==> config.mk <==
export PLATFORM = sky130hd
export DESIGN_NAME = led_mmio
export DESIGN_NICKNAME = d
export VERILOG_FILES = /design/src/rtl/led_mmio_pkg.sv /design/src/rtl/led_mmio_tick_gen.sv /design/src/rtl/led_mmio.sv
export SDC_FILE = /design/constraint.sdc
export NUM_CORES = 1
export LEC_CHECK = 0
export ABC_AREA = 1
export BUFFER_PORTS_ARGS = -buffer_cell sky130_fd_sc_hd__clkbuf_2
export CORE_UTILIZATION = 40
export DETAILED_ROUTE_END_ITERATION = 8
export HOLD_SLACK_MARGIN = 0.12
export PLACE_DENSITY = 0.66
export SYNTH_ARGS = -nofsm -noshare
export SYNTH_HDL_FRONTEND = slang
export SYNTH_SLANG_ARGS = --single-unit
==> constraint.sdc <==
create_clock -name clk -period 1.7 [get_ports clk]
set_clock_uncertainty 0.05 [all_clocks]
set_input_delay 0.17 -clock clk [delete_from_list [all_inputs] [get_ports clk]]
set_output_delay 0.17 -clock clk [all_outputs]
set_load 0.01 [all_outputs]
==> src/rtl/led_mmio_pkg.sv <==
// Shared register map and field positions for the memory-mapped LED counter.
package led_mmio_pkg;

  localparam logic [3:0] VALUE_OFS = 4'h0;
  localparam logic [3:0] CTRL_OFS  = 4'h4;
  localparam logic [3:0] PRESC_OFS = 4'h8;
  localparam logic [3:0] STAT_OFS  = 4'hC;

  localparam int EN_BIT   = 0;
  localparam int DIR_BIT  = 1;
  localparam int WRAP_BIT = 2;
  localparam int OVF_BIT  = 0;

  typedef enum logic [1:0] {
    REG_VALUE = VALUE_OFS[3:2],
    REG_CTRL  = CTRL_OFS[3:2],
    REG_PRESC = PRESC_OFS[3:2],
    REG_STAT  = STAT_OFS[3:2]
  } reg_sel_e;

  function automatic reg_sel_e word_to_sel(input logic [1:0] word_idx);
    return reg_sel_e'(word_idx);
  endfunction

endpackage

==> src/rtl/led_mmio_tick_gen.sv <==
// Prescaler down-counter: one-cycle tick every reload+1 cycles while enabled.
module tick_gen #(
  parameter int PRESC_W = 16
) (
  input  logic               clk,
  input  logic               reset,
  input  logic               en,
  input  logic               load,
  input  logic [PRESC_W-1:0] reload,
  output logic               tick
);

  logic [PRESC_W-1:0] r_cnt;

  assign tick = en && (r_cnt == '0);

  // A load always wins; while disabled the counter tracks the reload value.
  always_ff @(posedge clk) begin
    if (reset) begin
      r_cnt <= '0;
    end else if (load || !en) begin
      r_cnt <= reload;
    end else if (r_cnt == '0) begin
      r_cnt <= reload;
    end else begin
      r_cnt <= r_cnt - 1'b1;
    end
  end

endmodule

==> src/rtl/led_mmio.sv <==
// LED counter peripheral: 16-byte MMIO window with VALUE, CTRL, PRESCALE and
// STATUS registers plus prescaled up/down auto-count with wrap or saturate.
module led_mmio
  import led_mmio_pkg::*;
#(
  parameter logic [31:0] BASE_ADDR = 32'hFFFF0000,
  parameter int          CNT_W     = 6,
  parameter int          PRESC_W   = 16
) (
  input  logic             clk,
  input  logic             reset,
  input  logic             we,
  input  logic [31:0]      a,
  input  logic [31:0]      wd,
  output logic [31:0]      rd,
  output logic             hit,
  output logic [CNT_W-1:0] cnt_out
);

  localparam logic [CNT_W-1:0] CNT_MAX = '1;

  logic [CNT_W-1:0]   r_value;
  logic [2:0]         r_ctrl;
  logic [PRESC_W-1:0] r_presc;
  logic               r_ovf;

  logic               w_hit;
  reg_sel_e           w_sel;
  logic               w_wr;
  logic               w_wr_value;
  logic               w_wr_ctrl;
  logic               w_wr_presc;
  logic               w_wr_stat;
  logic               w_tick;
  logic [PRESC_W-1:0] w_reload;
  logic [CNT_W-1:0]   w_step_value;
  logic               w_at_bound;
  logic               w_unused;

  assign w_hit      = (a[31:4] == BASE_ADDR[31:4]);
  assign w_sel      = word_to_sel(a[3:2]);
  assign w_wr       = we && w_hit;
  assign w_wr_value = w_wr && (w_sel == REG_VALUE);
  assign w_wr_ctrl  = w_wr && (w_sel == REG_CTRL);
  assign w_wr_presc = w_wr && (w_sel == REG_PRESC);
  assign w_wr_stat  = w_wr && (w_sel == REG_STAT);
  assign w_unused   = ^{a[1:0], wd[31:PRESC_W]};

  // A PRESCALE write must restart the counter from the value being written.
  assign w_reload = w_wr_presc ? wd[PRESC_W-1:0] : r_presc;

  tick_gen #(
    .PRESC_W(PRESC_W)
  ) u_tick_gen (
    .clk   (clk),
    .reset (reset),
    .en    (r_ctrl[EN_BIT]),
    .load  (w_wr_presc),
    .reload(w_reload),
    .tick  (w_tick)
  );

  always_comb begin
    w_step_value = r_value;
    w_at_bound   = 1'b0;
    if (r_ctrl[DIR_BIT]) begin
      if (r_value == '0) begin
        w_at_bound   = 1'b1;
        w_step_value = r_ctrl[WRAP_BIT] ? CNT_MAX : '0;
      end else begin
        w_step_value = r_value - 1'b1;
      end
    end else begin
      if (r_value == CNT_MAX) begin
        w_at_bound   = 1'b1;
        w_step_value = r_ctrl[WRAP_BIT] ? '0 : CNT_MAX;
      end else begin
        w_step_value = r_value + 1'b1;
      end
    end
  end

  always_ff @(posedge clk) begin
    if (reset) begin
      r_value <= '0;
      r_ctrl  <= '0;
      r_presc <= '0;
      r_ovf   <= 1'b0;
    end else begin
      if (w_wr_value) begin
        r_value <= wd[CNT_W-1:0];
      end else if (w_tick) begin
        r_value <= w_step_value;
      end

      if (w_wr_ctrl) begin
        r_ctrl <= wd[2:0];
      end

      if (w_wr_presc) begin
        r_presc <= wd[PRESC_W-1:0];
      end

      // A boundary step outranks a simultaneous W1C; a step discarded by a
      // VALUE write never flags overflow.
      if (w_tick && !w_wr_value && w_at_bound) begin
        r_ovf <= 1'b1;
      end else if (w_wr_stat && wd[OVF_BIT]) begin
        r_ovf <= 1'b0;
      end
    end
  end

  always_comb begin
    rd = '0;
    if (w_hit) begin
      case (w_sel)
        REG_VALUE: rd = {{(32-CNT_W){1'b0}}, r_value};
        REG_CTRL:  rd = {29'd0, r_ctrl};
        REG_PRESC: rd = {{(32-PRESC_W){1'b0}}, r_presc};
        REG_STAT:  rd = {31'd0, r_ovf};
        default:   rd = '0;
      endcase
    end
  end

  assign hit     = w_hit;
  assign cnt_out = r_value;

endmodule

[Word level (Yosys, flattened, before mapping)]
Cells that the tools add are included.
Operators by class
  $add $sub $neg: 3
  equal/unequal tests: 5
  multiplexer cells: 17
  reduce and logical (&&, ||, !) cells: 17
Operator list (number)
  32-bit case mux with 4 select lines: 1
  16-bit 2-to-1 mux: 3
  6-bit 2-to-1 mux: 7
  32-bit 2-to-1 mux: 1
  28-bit == test (second input constant): 1
  16-bit zero test: 1
  16-bit by 1-bit subtractor with 16-bit output (second input constant): 1
  1-bit logical AND: 9
  6-bit by 1-bit adder with 6-bit output (second input constant): 1
  6-bit == test (second input constant): 1
  6-bit zero test: 1
  6-bit by 1-bit subtractor with 6-bit output (second input constant): 1
  1-bit 2-to-1 mux: 5
  2-bit == test (second input constant): 2
  2-bit nonzero test: 2
  2-bit by 1-bit == test with 1-bit output (second input constant): 1
  1-bit zero test: 2
  2-bit zero test: 1
  1-bit logical OR: 1
Storage, ports and cells
  flip-flop bits (word level): 42
  input port bits: 67
  output and inout port bits: 39
  logic and storage cells: 47

[Longest topological paths before layout]
  depth after elaboration: 7
  gate-level depth with buffers: 13
  gate-level depth less buffers: 12

[Modules after synthesis]
From an unflattened synthesis, not the netlist that was laid out.
Unflattened totals
  cells, all modules: 535
  area total of the unflattened synthesis: 3088.0 um^2
Modules (own cells, without submodules)
  led_mmio: times used 1, cells an instance 332, area each 1931.9 um^2, seq. area each 520.5 um^2
  tick_gen: times used 1, cells an instance 203, area each 1156.1 um^2, seq. area each 320.3 um^2

[Worst setup path after synthesis]
Ideal clock, no wire load.
  path type: reg2reg
  from: register u_tick_gen.r_cnt[0]
  to: register u_tick_gen.r_cnt[14]
  setup time: 0.111 ns
  data arrival time: 1.387 ns
  data required time: 1.539 ns
  slack: 0.151 ns
  stages on the path, launching flop included: 10
  path buffers: 0
  period minus slack after synthesis: 1.549 ns
  cells stage by stage: dfxtp_1 > inv_1 > ha_1 > nand3_1 > nor2_1 > nand2_1 > xor2_1 > nand3b_1 > nand2_1 > nor2_1
Between the ends
  word-level cells in the longest chain between the ends: 3
  elaborated cells on any way between the ends: 4
  those cells by class: 1 x add/sub; 2 x mux; 1 x reduce/logical
Ends and longest elaborated chain
  start: declaration: line led_mmio_tick_gen.sv:13  | logic [PRESC_W-1:0] r_cnt;
  start signal: assignment: line led_mmio_tick_gen.sv:22  | r_cnt <= reload;
  start signal: assignment: line led_mmio_tick_gen.sv:24  | r_cnt <= reload;
  start signal: assignment: line led_mmio_tick_gen.sv:26  | r_cnt <= r_cnt - 1'b1;
  16-bit by 1-bit subtractor with 16-bit output / 16-bit zero test (equally long branches): line led_mmio_tick_gen.sv:26, led_mmio_tick_gen.sv:23
  16-bit 2-to-1 mux (*): line led_mmio_tick_gen.sv:23  | end else if (r_cnt == '0) begin
  16-bit 2-to-1 mux (*): line led_mmio_tick_gen.sv:21  | end else if (load || !en) begin
Every way passes the cells marked *; elsewhere a longest branch is shown, timed or not.
A chain may end at the register's enable or synchronous reset.

[Final worst setup path]
  from: input a[30]
  to: output rd[1]
Between the ends
  word-level cells in the longest chain between the ends: 2
Ends and longest elaborated chain
  start: declaration: line led_mmio.sv:13  | input logic [31:0] a,
  28-bit == test: line led_mmio.sv:40  | assign w_hit = (a[31:4] == BASE_ADDR[31:4]);
  32-bit 2-to-1 mux: line led_mmio.sv:116  | if (w_hit) begin
  end: declaration: line led_mmio.sv:15  | output logic [31:0] rd,
Every way passes these cells.

==> out/metrics.cfg <==
[run_status]
status = complete, no violations

[global_route]
gr-total-overflow = 0
met3_usage_pct = 3.07
top_usage_layer = met2
grt_pass1_vias = 3152
antenna_found_initial = 0
grt_first_pass_wirelength_um = 13900
grt.total_usage_pct = 20.0
grt_use_met1_pct = 26.9
grt_max_degree = 41
grt_util_met2_pct = 33.5

[floorplanning]
core_area_um2 = 7770
die-area_um2 = 8440
start_util_pct = 41.6
die_w_um = 91.9
ioPinCount = 106
rows = 32
chipHeight_um = 91.9

[worst_hold_path]
hold_path.class = input port to flip-flop
worstHoldPathCells = 3
hp-start = wd[0]
hold_end = r_ctrl[0]

[critical_path]
r2r_slack_ns = 0.13
cp-start-kind = input port
crit_fanout = 7
reg2reg_from = cnt_out[0]
crit_slowest_cell = clkinvlp_4
worstSetupEndpointType = output pin
cp.required_ns = 1.48
crit_top_cell = clkbuf_2
critPathKind = input port to output pin
cp.arrival_ns = 1.46
worstReg2RegEnd = cnt_out[4]
critPathBufInv = 4
reg2reg_depth = 11
slowest_delay_ns = 0.17
crit_family = buffers and inverters
path_cells = clkbuf_2 -> nand2_1 -> nor3_4 -> nand4_4 -> nor2_8 -> clkinvlp_4 -> buf_4 -> a31oi_1 -> clkbuf_2

[placement]
place_worst_setup_slack_ns = 0.00453
io_buffers = 71
post-dp-hpwl_um = 6270
routabilityCongestion = 0.937
placed_cell_area_um2 = 3740

[timing]
max_freq_mhz = 594
drv_slew = 0
rsz0062_at_grt = true
fin_setup_tns_ns = 0
fin_ws_ns = 0.0157
finalSetupViolCount = 0
min_period_ns = 1.68
hold_violations = 0
post-route-period-util_pct = 99.1

[yosys]
yosys-top-cells-count = 136 x nand2_1, 92 x nor2_1, 54 x inv_1
synth_cell_type_count = 35
synth.most_common_cell = nand2_1
yosysTopAreaCell = dfxtp_1
synth_ff_type = dfxtp_1
avgSynthCellArea_um2 = 6.08
ys_ff_latch = 42
synth_area_um2 = 3230
synth_edf_count = 0
async_flop_share_pct = 0
yosys-top-cells-area = dfxtp_1 26%, nand2_1 16%, nor2_1 11%
synthCells = 531
synth_top_area_share_pct = 26.0
yosysSeqAreaShare_pct = 26.0
yosysWarnings = 0

[clocking]
cts_sinks = 42
clk_latency_ns = 0.29
cts-root-buf = clkbuf_8
h-tree-depth = 2
numCtsBuffers = 5
clockBufferDepth = 2
cts_tree = yes
clkTransAtPathRegs_ns = 0.08

[routing]
wl_per_cell_um = 11.5
drc = 0
vias = 3455
drt_iter0_markers = 197
via_per_inst = 4.77
routed_wl_um = 8300
dr.pass1.iters = 4
postRouteAntennaNets = 0

[power_and_ir_drop]
seq_power_share_pct = 52.6
switching_share_pct = 25.9
p_comb_share_pct = 10.2
power.density_nw_per_um2 = 463
clockPowerShare_pct = 37.1
power_mw = 1.86
ir_worst_vdd_mv = 0.411
p_leak_nw = 2.07
intPower_mw = 1.38
switchingPower_mw = 0.483

[cells_and_area]
final_area_um2 = 4020
nFillCells = 817
fin_nets = 693
drive_gt1_share_pct = 24.9
syn2layout_area_growth_pct = 24.4
num_antenna_cells = 0
post-route-util_pct = 51.7

[job]
maxCapViolCount = 0

cell usage in the layout (no fill, tap or decap), types with 16 or more instances in the layout:
cell type and n:
and2_1 16, buf_4 27, clkbuf_2 69, conb_1 16
dfxtp_1 39, inv_1 51, nand2_1 134, nand3_1 48
nor2_1 88, o21ai_1 16
sequential cells by signal (all words and copies together) (netlist names):
name	count
u_tick_gen.r_cnt	16
r_ctrl	3
r_ovf	1
cnt_out	6
r_presc	16
cells by family (layout without fill, tap and decap cells):
kind of cell	count (synthesis)	in the layout	share of synthesized area, %
AND/OR/NAND/NOR	340	340	48.2
buffers and inverters	94	170	13.7
other	1	16	0.116
AO/OA/AOI/OAI	36	36	6.51
XOR/XNOR	13	13	3.52
flip-flops	42	42	26.0
adder cells (fa/ha/maj)	5	5	1.94
worst max path at each step:
stage | startpoint | endpoint | slack, ns | depth (start not counted)
global placement | cnt_out[1] | cnt_out[3] | 0.05 | 12
global route | a[26] | rd[1] | -0.06 | 9
CTS | cnt_out[0] | cnt_out[2] | 0.002 | 11
detailed placement | cnt_out[1] | cnt_out[2] | 0.005 | 11
finish | a[30] | rd[1] | 0.02 | 9
floorplan | u_tick_gen.r_cnt[0] | u_tick_gen.r_cnt[14] | 0.15 | 9
repair_timing:
action,in CTS,in global routing
gates resized for setup,1,30
endpoints found under the hold margin,3,1
pin swaps,0,3
hold buffers,2,1
setup endpoints to repair,5,26
setup buffers,0,8
through the flow:
step | hold WS [ns] | instances
after global placement | 0.328 | 705
after CTS | 0.121 | 715
after detailed placement | 0.333 | 705
after global routing | 0.161 | 724
after floorplan | 0.189 | 546
final | 0.139 | 724
worst register-to-register path: stages (launching register included):
cell	delay, ns
dfxtp_4	0.39
ha_4	0.15
nand2_2	0.08
nor2_4	0.19
buf_4	0.14
xor2_1	0.13
nor2_1	0.05
nor2_1	0.10
nand3_1	0.07
nand3_1	0.07
nand2_1	0.05
inv_1	0.05
per-layer routing:
layer / part of all wire, % / vias up
met1: 47 / 1532
met3: 3.9 / 12
met5: 0 / -
met2: 48 / 94
li1: - / 1817
met4: 1.3 / 0
power by group through the flow:
| stage | clock [mW] | combinational, mW | sequential (mW) |
|---|---|---|---|
| after floorplan | 0 | 0.120 | 1.01 |
| after global placement | 0 | 0.179 | 1.01 |
| after detailed placement | 0 | 0.182 | 1.01 |
| after CTS | 0.707 | 0.186 | 0.983 |
| after global routing | 0.748 | 0.214 | 0.980 |
| final | 0.691 | 0.190 | 0.979 |
area by class of cell:
class	count	area, µm²	share of cell area (%)
clock buffer	6	82.6	2.05
clock inverter	2	12.5	0.311
inverter	58	224	5.57
multi-input combinational	410	2080	51.8
sequential	42	850	21.1
tap	102	128	3.18
timing repair buffer	104	639	15.9
Power figures use the tool's default switching activity.
